===== config.mk =====
export PLATFORM = sky130hd
export DESIGN_NAME = mem_arbiter
export DESIGN_NICKNAME = d
export VERILOG_FILES = /design/src/rtl/mem_arbiter.sv
export SDC_FILE = /design/constraint.sdc
export NUM_CORES = 1
export LEC_CHECK = 0
export CAP_MARGIN = 10
export CORE_AREA = 2 2 481 483
export DETAILED_ROUTE_END_ITERATION = 6
export DIE_AREA = 0 0 483 485
export MAX_ROUTING_LAYER = met4
export PLACE_DENSITY = 0.3
export SYNTH_ARGS = -nofsm -noshare
export SYNTH_HDL_FRONTEND = slang
export SYNTH_SLANG_ARGS = --single-unit

===== constraint.sdc =====
create_clock -name i_clk -period 4.98 [get_ports i_clk]
set_input_delay 0.747 -clock i_clk [delete_from_list [all_inputs] [get_ports i_clk]]
set_output_delay 0.747 -clock i_clk [all_outputs]
set_load 0.02 [all_outputs]

===== src/rtl/mem_arbiter.sv =====
// Round-robin arbiter sharing one memory port among N_PROC requesters.
// One transaction in flight; writes win over reads for the same requester.
module mem_arbiter #(
  parameter int N_PROC  = 4,
  parameter int ADDR_W  = 16,
  parameter int BLK     = 5,
  parameter int TIMEOUT = 64
) (
  input  logic                      i_clk,
  input  logic                      i_rst,
  input  logic [N_PROC-1:0]         i_req_rd,
  input  logic [N_PROC-1:0]         i_req_wr,
  input  logic [N_PROC*ADDR_W-1:0]  i_addr,
  input  logic [N_PROC*3-1:0]       i_wr_size,
  input  logic [N_PROC*BLK*32-1:0]  i_wr_data,
  output logic [N_PROC-1:0]         o_grant_rd,
  output logic [N_PROC-1:0]         o_grant_wr,
  output logic [BLK*32-1:0]         o_rd_data,
  output logic                      o_mem_rd_en,
  output logic                      o_mem_wr_en,
  output logic [ADDR_W-1:0]         o_mem_addr,
  output logic [2:0]                o_mem_wr_size,
  output logic [BLK*32-1:0]         o_mem_wr_data,
  input  logic [BLK*32-1:0]         i_mem_rd_data,
  input  logic                      i_mem_rd_valid,
  output logic                      o_timeout
);

  localparam int PW = (N_PROC > 1) ? $clog2(N_PROC) : 1;
  localparam int CW = $clog2(TIMEOUT + 1);

  typedef enum logic [1:0] {IDLE, RD_WAIT, RD_DONE, WR} state_t;

  state_t        state;
  logic [PW-1:0] rr_ptr;
  logic [PW-1:0] cur;
  logic [CW-1:0] cnt;

  logic [N_PROC-1:0] req_any;
  logic [PW-1:0]     pick;
  logic [N_PROC-1:0] pick_oh;

  // First requester at or above the pointer, wrapping around.
  function automatic logic [PW-1:0] rr_pick(input logic [N_PROC-1:0] req,
                                            input logic [PW-1:0] ptr);
    logic [PW-1:0] sel;
    logic          found;
    int            idx;
    sel   = ptr;
    found = 1'b0;
    for (int i = 0; i < N_PROC; i++) begin
      idx = (int'(ptr) + i) % N_PROC;
      if (!found && req[idx]) begin
        sel   = PW'(idx);
        found = 1'b1;
      end
    end
    return sel;
  endfunction

  function automatic logic [PW-1:0] ptr_next(input logic [PW-1:0] k);
    return (int'(k) == N_PROC - 1) ? '0 : k + PW'(1);
  endfunction

  always_comb begin
    req_any = i_req_rd | i_req_wr;
    pick    = rr_pick(req_any, rr_ptr);
    pick_oh = '0;
    pick_oh[pick] = 1'b1;
  end

  always_ff @(posedge i_clk) begin
    if (i_rst) begin
      state         <= IDLE;
      rr_ptr        <= '0;
      cur           <= '0;
      cnt           <= '0;
      o_grant_rd    <= '0;
      o_grant_wr    <= '0;
      o_rd_data     <= '0;
      o_mem_rd_en   <= 1'b0;
      o_mem_wr_en   <= 1'b0;
      o_mem_addr    <= '0;
      o_mem_wr_size <= '0;
      o_mem_wr_data <= '0;
      o_timeout     <= 1'b0;
    end else begin
      case (state)
        IDLE: begin
          o_grant_rd  <= '0;
          o_grant_wr  <= '0;
          o_mem_rd_en <= 1'b0;
          o_mem_wr_en <= 1'b0;
          if (|req_any) begin
            cur        <= pick;
            o_mem_addr <= i_addr[pick*ADDR_W +: ADDR_W];
            if (i_req_wr[pick]) begin
              o_mem_wr_en   <= 1'b1;
              o_grant_wr    <= pick_oh;
              o_mem_wr_size <= i_wr_size[pick*3 +: 3];
              o_mem_wr_data <= i_wr_data[pick*BLK*32 +: BLK*32];
              state         <= WR;
            end else begin
              o_mem_rd_en <= 1'b1;
              cnt         <= '0;
              state       <= RD_WAIT;
            end
          end
        end
        WR: begin
          o_mem_wr_en <= 1'b0;
          o_grant_wr  <= '0;
          rr_ptr      <= ptr_next(cur);
          state       <= IDLE;
        end
        RD_WAIT: begin
          o_mem_rd_en <= 1'b0;
          if (i_mem_rd_valid) begin
            o_rd_data        <= i_mem_rd_data;
            o_grant_rd       <= '0;
            o_grant_rd[cur]  <= 1'b1;
            cnt              <= '0;
            state            <= RD_DONE;
          end else if (cnt == CW'(TIMEOUT - 1)) begin
            // Memory never answered: abandon the read without a grant.
            o_timeout <= 1'b1;
            cnt       <= '0;
            rr_ptr    <= ptr_next(cur);
            state     <= IDLE;
          end else begin
            cnt <= cnt + CW'(1);
          end
        end
        RD_DONE: begin
          o_grant_rd <= '0;
          rr_ptr     <= ptr_next(cur);
          state      <= IDLE;
        end
        default: state <= IDLE;
      endcase
    end
  end

endmodule

==> results.json, run 1 <==
{
  "syn_nets": 3007,
  "synth_top_cells_by_area": "dfxtp_1 40%, a21oi_1 9.3%, nand2_1 7.4%, mux2_2 7.0%, a211oi_1 6.7%",
  "dp_hpwl_mm": 153,
  "maxSlewHeadroom_pct": 23.8,
  "crit_arrival_ns": 4.44,
  "cts_buffers": 59,
  "nFillCells": 25900,
  "htreeDepth": 2,
  "rsz0062_at_grt": "no",
  "cp.required_ns": 5.51,
  "async_flop_share_pct": 0,
  "die_area_um2": 234000,
  "worstSetupEndpointType": "flop",
  "synthCells": 2111,
  "finalSetupTns_ns": 0,
  "synth_area_leader_cell": "dfxtp_1",
  "hold_path_end": "o_rd_data[77]",
  "seq_area_frac_synth_pct": 40.3,
  "grt_pass1_vias": 23400,
  "crit_fanout": 32,
  "clockBufferDepth": 3,
  "io_buffer_count": 1236,
  "clkSlewWorstSetupHoldPaths_ns": 0.06,
  "wl_met3_mm": 19.7,
  "synth-seq-cells": 363,
  "worstHoldStart": "o_rd_data[77]",
  "dr.pass1.iters": 7,
  "p_per_area_nw_per_um2": 538,
  "post_cts_buffers": 0,
  "fp.dieW_um": 483,
  "track_usage_pct": 15.8,
  "r2r_start": "rr_ptr[0]",
  "hold_viol": 0,
  "leakage_nw": 11.8,
  "crit_path_start": "rr_ptr[0]",
  "synthFlopType": "dfxtp_1",
  "synth.most_common_cell": "dfxtp_1",
  "avgSynthCellArea_um2": 8.55,
  "vias": 22600,
  "max-vdd-ir-drop_mv": 0.347,
  "grt_max_degree": 122,
  "yosysWarnings": 0,
  "path_class": "flop to flop",
  "synth_top_area_share_pct": 40.3,
  "status": "finished clean",
  "r2r-end": "o_mem_wr_data[69]",
  "setup_viol": 0,
  "max_freq_mhz": 256,
  "ff2ff_setup_slack_ns": 1.07,
  "synth_common_cells": "363 x dfxtp_1, 354 x nand2_1, 337 x a21oi_1",
  "synth_edf_count": 0,
  "timing.hold.ws_ns": 0.451,
  "num-nets-final": 4180,
  "grt_overflow": 0,
  "num_rows": 176,
  "layout-drive-gt1-share_pct": 10.8,
  "cp-start-kind": "flop",
  "drtIter0Drc": 1342,
  "synthesis.area_um2": 18000,
  "slew_viol_final": 0,
  "coreArea_um2": 229000,
  "drc": 0,
  "wl_met1_mm": 75.8,
  "gp_congestion": 0.862,
  "antenna_found_initial": 102,
  "period_minus_slack_ns": 3.91,
  "drt_wl_total_mm": 187,
  "tightest_slew_ns": 1.11,
  "worstRegToRegCells": 7,
  "postRouteAntennaNets": 0,
  "syn_to_final_growth_pct": 103,
  "cts-hold-fix-buffers": 0,
  "cts_resized": 0,
  "viasPerCell": 3.52,
  "clk_latency_ns": 0.72,
  "clock_sinks": 363,
  "initial_core_util_pct": 7.88,
  "detail_route.wl_per_cell_um": 29.1,
  "pin_count": 1237,
  "clock_skew_ns": 0.0768,
  "hold_class": "flop to flop",
  "fin_crit_sh_pct": 78.6,
  "die_h_um": 485,
  "top_layer": "met4",
  "drv.max_cap_violation_count": 0,
  "grt_pass1_wl_mm": 241,
  "holdPathStages": 2,
  "tritoncts": "built",
  "cts-root-buf": "clkbuf_16",
  "wl_met2_mm": 88.3,
  "synthDistinctLibCells": 56
}
==> where the power goes <==
part,switching (mW),total (mW),internal (mW)
Combinational,6.61,10.8,4.16
Sequential,0.680,4.47,3.79
Clock,1.79,4.49,2.70
==> layout make-up <==
cell class / instances / area, um2 / share of cell area [%]
diodes: 60 / 150 / 0.409
clock inverters: 24 / 367 / 1.00
multi-input cells: 1518 / 9980 / 27.2
inverters: 6 / 22.5 / 0.0614
repair buffers: 1336 / 13400 / 36.5
well taps: 3026 / 3790 / 10.3
clock buffers: 83 / 1710 / 4.65
flip-flops and latches: 363 / 7270 / 19.8
==> cells by family (layout without fill, tap and decap cells) <==
group | count (synthesis) | in the layout | synth area share, %
fa+ha+maj | 9 | 9 | 0.624
buf+inv | 230 | 1449 | 5.51
other cells | 0 | 60 | 0
flops | 363 | 363 | 40.3
simple gates | 581 | 581 | 14.8
mux | 115 | 115 | 7.16
compound gates | 813 | 813 | 31.6
==> stage by stage <==
step | power [mW] | instance area [um2] | setup slack, ns | utilization (%) | cells
final | 19.7 | 36700 | 1.07 | 16.0 | 6416
after global routing | 21.0 | 36700 | 0.789 | 16.0 | 6409
after CTS | 20.4 | 36500 | 0.898 | 15.9 | 6356
after detailed placement | 15.7 | 34500 | 0.387 | 15.0 | 6249
after global placement | 15.7 | 34400 | 0.326 | 15.0 | 6245
after floorplan | 9.08 | 18000 | 2.33 | - | 2111
==> flip-flops by register name, indices dropped and copies added (netlist names), 3 cells and up <==
name / cells
o_mem_wr_data: 160
o_rd_data: 160
o_mem_addr: 16
cnt: 7
o_grant_rd: 4
o_grant_wr: 4
o_mem_wr_size: 3
==> cells in the final DEF (no fill, tap or decap), types with 6 or more instances in the layout <==
cell type | netlist | layout
a21boi_0 | 67 | 66
a211oi_1 | 161 | 161
clkbuf_1 | 159 | 10
nand2_1 | 354 | 352
a221oi_1 | 17 | 17
inv_1 | 6 | 6
clkdlybuf4s50_1 | 0 | 1234
nand2b_1 | 7 | 7
nand3_1 | 14 | 13
buf_4 | 1 | 74
clkbuf_8 | 0 | 14
a2111oi_2 | 0 | 8
ha_1 | 9 | 9
o21ai_0 | 7 | 7
a21oi_1 | 337 | 336
clkinv_2 | 0 | 9
diode_2 | 0 | 60
nor2b_1 | 6 | 6
a222oi_1 | 96 | 96
and2_1 | 135 | 134
mux2_2 | 112 | 112
a2111oi_0 | 67 | 54
a211oi_2 | 20 | 20
buf_12 | 0 | 23
dfxtp_1 | 363 | 363
bufinv_16 | 0 | 6
nor2_1 | 37 | 37
clkbuf_16 | 0 | 59
a22oi_1 | 7 | 6
==> worst max-delay path by stage <==
| stage | end | slack (ns) |
|---|---|---|
| 2_1_floorplan | o_mem_wr_data[124] | 2.33 |
| 3_3_place_gp | o_mem_wr_data[90] | 0.33 |
| 3_5_place_dp | o_mem_wr_data[90] | 0.39 |
| 4_1_cts | o_mem_wr_data[69] | 0.90 |
| 5_1_grt | o_mem_wr_data[74] | 0.79 |
| 6_report | o_mem_wr_data[69] | 1.07 |
==> metal layers <==
metal  vias up  global-route usage, %
li1      10300                      -
met1     11100                   17.8
met2      1062                   26.0
met3       152                   7.01
met4         0                   2.81
met5         -                      -
==> critical path, cell delays in order, from the launching register on <==
cell and delay, ns:
dfxtp_1 0.86, nor3b_1 0.18, a221oi_2 0.31, nand3_1 0.17, or4_1 0.76, nor2_8 0.67
buf_4 0.49, a211oi_1 0.13
No activity file was read; power rests on OpenSTA's default activity.
==> inputs of run 2 (changes only) <==
--- a/config.mk
+++ b/config.mk
@@ -6,9 +6,9 @@
 export NUM_CORES = 1
 export LEC_CHECK = 0
 export CAP_MARGIN = 10
-export CORE_AREA = 2 2 481 483
+export CORE_AREA = 2 2 479 481
 export DETAILED_ROUTE_END_ITERATION = 6
-export DIE_AREA = 0 0 483 485
+export DIE_AREA = 0 0 481 483
 export MAX_ROUTING_LAYER = met4
 export PLACE_DENSITY = 0.3
 export SYNTH_ARGS = -nofsm -noshare
==> constraint.sdc (replaced) <==
create_clock -name i_clk -period 3.4 [get_ports i_clk]
set_input_delay 0.51 -clock i_clk [delete_from_list [all_inputs] [get_ports i_clk]]
set_output_delay 0.51 -clock i_clk [all_outputs]
set_load 0.02 [all_outputs]
==> results.json, run 2 (synthesized netlist as in run 1, its figures left out) <==
{
  "top_regs": "o_mem_wr_data: 160 flops, o_rd_data: 160 flops, o_mem_addr: 16 flops",
  "hold_class": "primary input to flop",
  "crit_path_start": "rr_ptr[0]",
  "die_area_um2": 232000,
  "fin_crit_sh_pct": 93.6,
  "drv.max_cap_violation_count": 0,
  "num_rows": 175,
  "fp.dieW_um": 481,
  "pin_count": 1237,
  "r2r_start": "rr_ptr[0]",
  "dr.pass1.iters": 6,
  "max_freq_mhz": 314,
  "num-nets-final": 4351,
  "layout-drive-gt1-share_pct": 15.0,
  "setup_viol": 0,
  "cts_buffers": 56,
  "pre_cts_ws_ns": -0.582,
  "timing.hold.ws_ns": 0.277,
  "path_class": "flop to flop",
  "setup_ws_ns": 0.218,
  "io_buffer_count": 1236,
  "grt_pass1_vias": 24000,
  "slew_viol_final": 0,
  "drtIter0Drc": 1368,
  "tritoncts": "built",
  "clk_latency_ns": 0.70,
  "p_per_area_nw_per_um2": 782,
  "hold_viol": 0,
  "worstSetupEndpointType": "flop",
  "htreeDepth": 2,
  "antenna_found_initial": 91,
  "period_minus_slack_ns": 3.18,
  "worstHoldStart": "i_rst",
  "grt_overflow": 0,
  "grt_max_degree": 101,
  "die_h_um": 483,
  "clockBufferDepth": 3,
  "leakage_nw": 12.7,
  "cts-hold-fix-buffers": 0,
  "clkSlewWorstSetupHoldPaths_ns": 0.06,
  "gp_congestion": 0.872,
  "postRouteAntennaNets": 0,
  "maxSlewHeadroom_pct": 35.6,
  "tightest_slew_ns": 0.941,
  "layout_commonest_cell": "clkdlybuf4s50_1",
  "drc": 0,
  "dp_hpwl_mm": 158,
  "cp.required_ns": 3.93,
  "finalSetupTns_ns": 0,
  "clock_sinks": 363,
  "grt_pass1_wl_mm": 240,
  "vias": 23200,
  "syn_to_final_growth_pct": 111,
  "status": "finished clean",
  "most-common-layout-cells": "1,234 x clkdlybuf4s50_1, 362 x dfxtp_1, 352 x nand2_1",
  "detail_route.wl_per_cell_um": 28.5,
  "initial_core_util_pct": 7.96,
  "coreArea_um2": 227000,
  "drt_wl_total_mm": 187,
  "crit_fanout": 24,
  "power.total_mw": 29.8,
  "crit_arrival_ns": 3.72,
  "rsz0062_at_grt": "no",
  "viasPerCell": 3.53,
  "ff2ff_setup_slack_ns": 0.22,
  "max-vdd-ir-drop_mv": 0.459,
  "post_cts_buffers": 0,
  "cp-start-kind": "flop",
  "cts-root-buf": "clkbuf_16",
  "track_usage_pct": 15.8,
  "clock_skew_ns": 0.0277
}
==> run 2: cell types whose count changed in the layout (fill, tap and decap cells not counted), sizes merged <==
cell and change:
buf +174, bufinv -1, clkbuf -1, clkinv -8
clkinvlp +5, diode -9, inv +2
==> run 2: critical path, stage by stage, from the launching register on <==
cell and delay, ns:
dfxtp_1 0.54, buf_4 0.29, nor4_1 0.08, a22oi_1 0.26, o31ai_4 0.20, buf_12 0.21
buf_12 0.16, buf_4 0.17, and2_1 0.15, a2111oi_0 0.75, a211oi_2 0.15
==> run 2: area by class of cell <==
class / count / area, um2
inverter: 6 / 22.5
tap: 3009 / 3760
clock buffer: 82 / 1630
fill: 25800 / 189000
antenna: 51 / 128
timing repair buffer: 1510 / 15000
multi-input combinational: 1518 / 9950
sequential: 363 / 7270
clock inverter: 22 / 323
==> run 2: power by group <==
group | leakage, nW | switching (mW) | total [mW] | internal (mW)
clock network | 0.936 | 2.59 | 6.31 | 3.71
logic | 8.77 | 9.84 | 17.0 | 7.14
registers | 2.98 | 0.915 | 6.47 | 5.55
==> run 2: timing repair <==
action	4_1_cts	5_1_grt
resized for setup	5	0
endpoints found under the setup margin	6	0
endpoints found under the hold margin	0	0
==> run 2: path summary, 6_finish.rpt <==
| check | to | cells after the start |
|---|---|---|
| worst max-delay path | o_mem_wr_data[94] | 10 |
| worst min-delay path | o_mem_wr_en | 2 |
| worst min register to register | o_rd_data[79] | 2 |
| worst max register to register | o_mem_wr_data[94] | 10 |
==> run 2: through the flow <==
stage | util, % | cells | area, um2
after detailed placement | 15.9 | 6406 | 36000
after global placement | 15.9 | 6404 | 36000
after global routing | 16.8 | 6558 | 38100
final | 16.8 | 6561 | 38100
after floorplan | - | 2111 | 18000
after CTS | 16.7 | 6510 | 37900
==> run 2: metal layers <==
layer | track usage, % | vias up | part of all wire, %
met5 | - | - | 0
met4 | 2.78 | 0 | 1.7
met3 | 7.54 | 153 | 11
met2 | 26.1 | 1097 | 47
met1 | 17.3 | 11200 | 40
li1 | - | 10700 | -
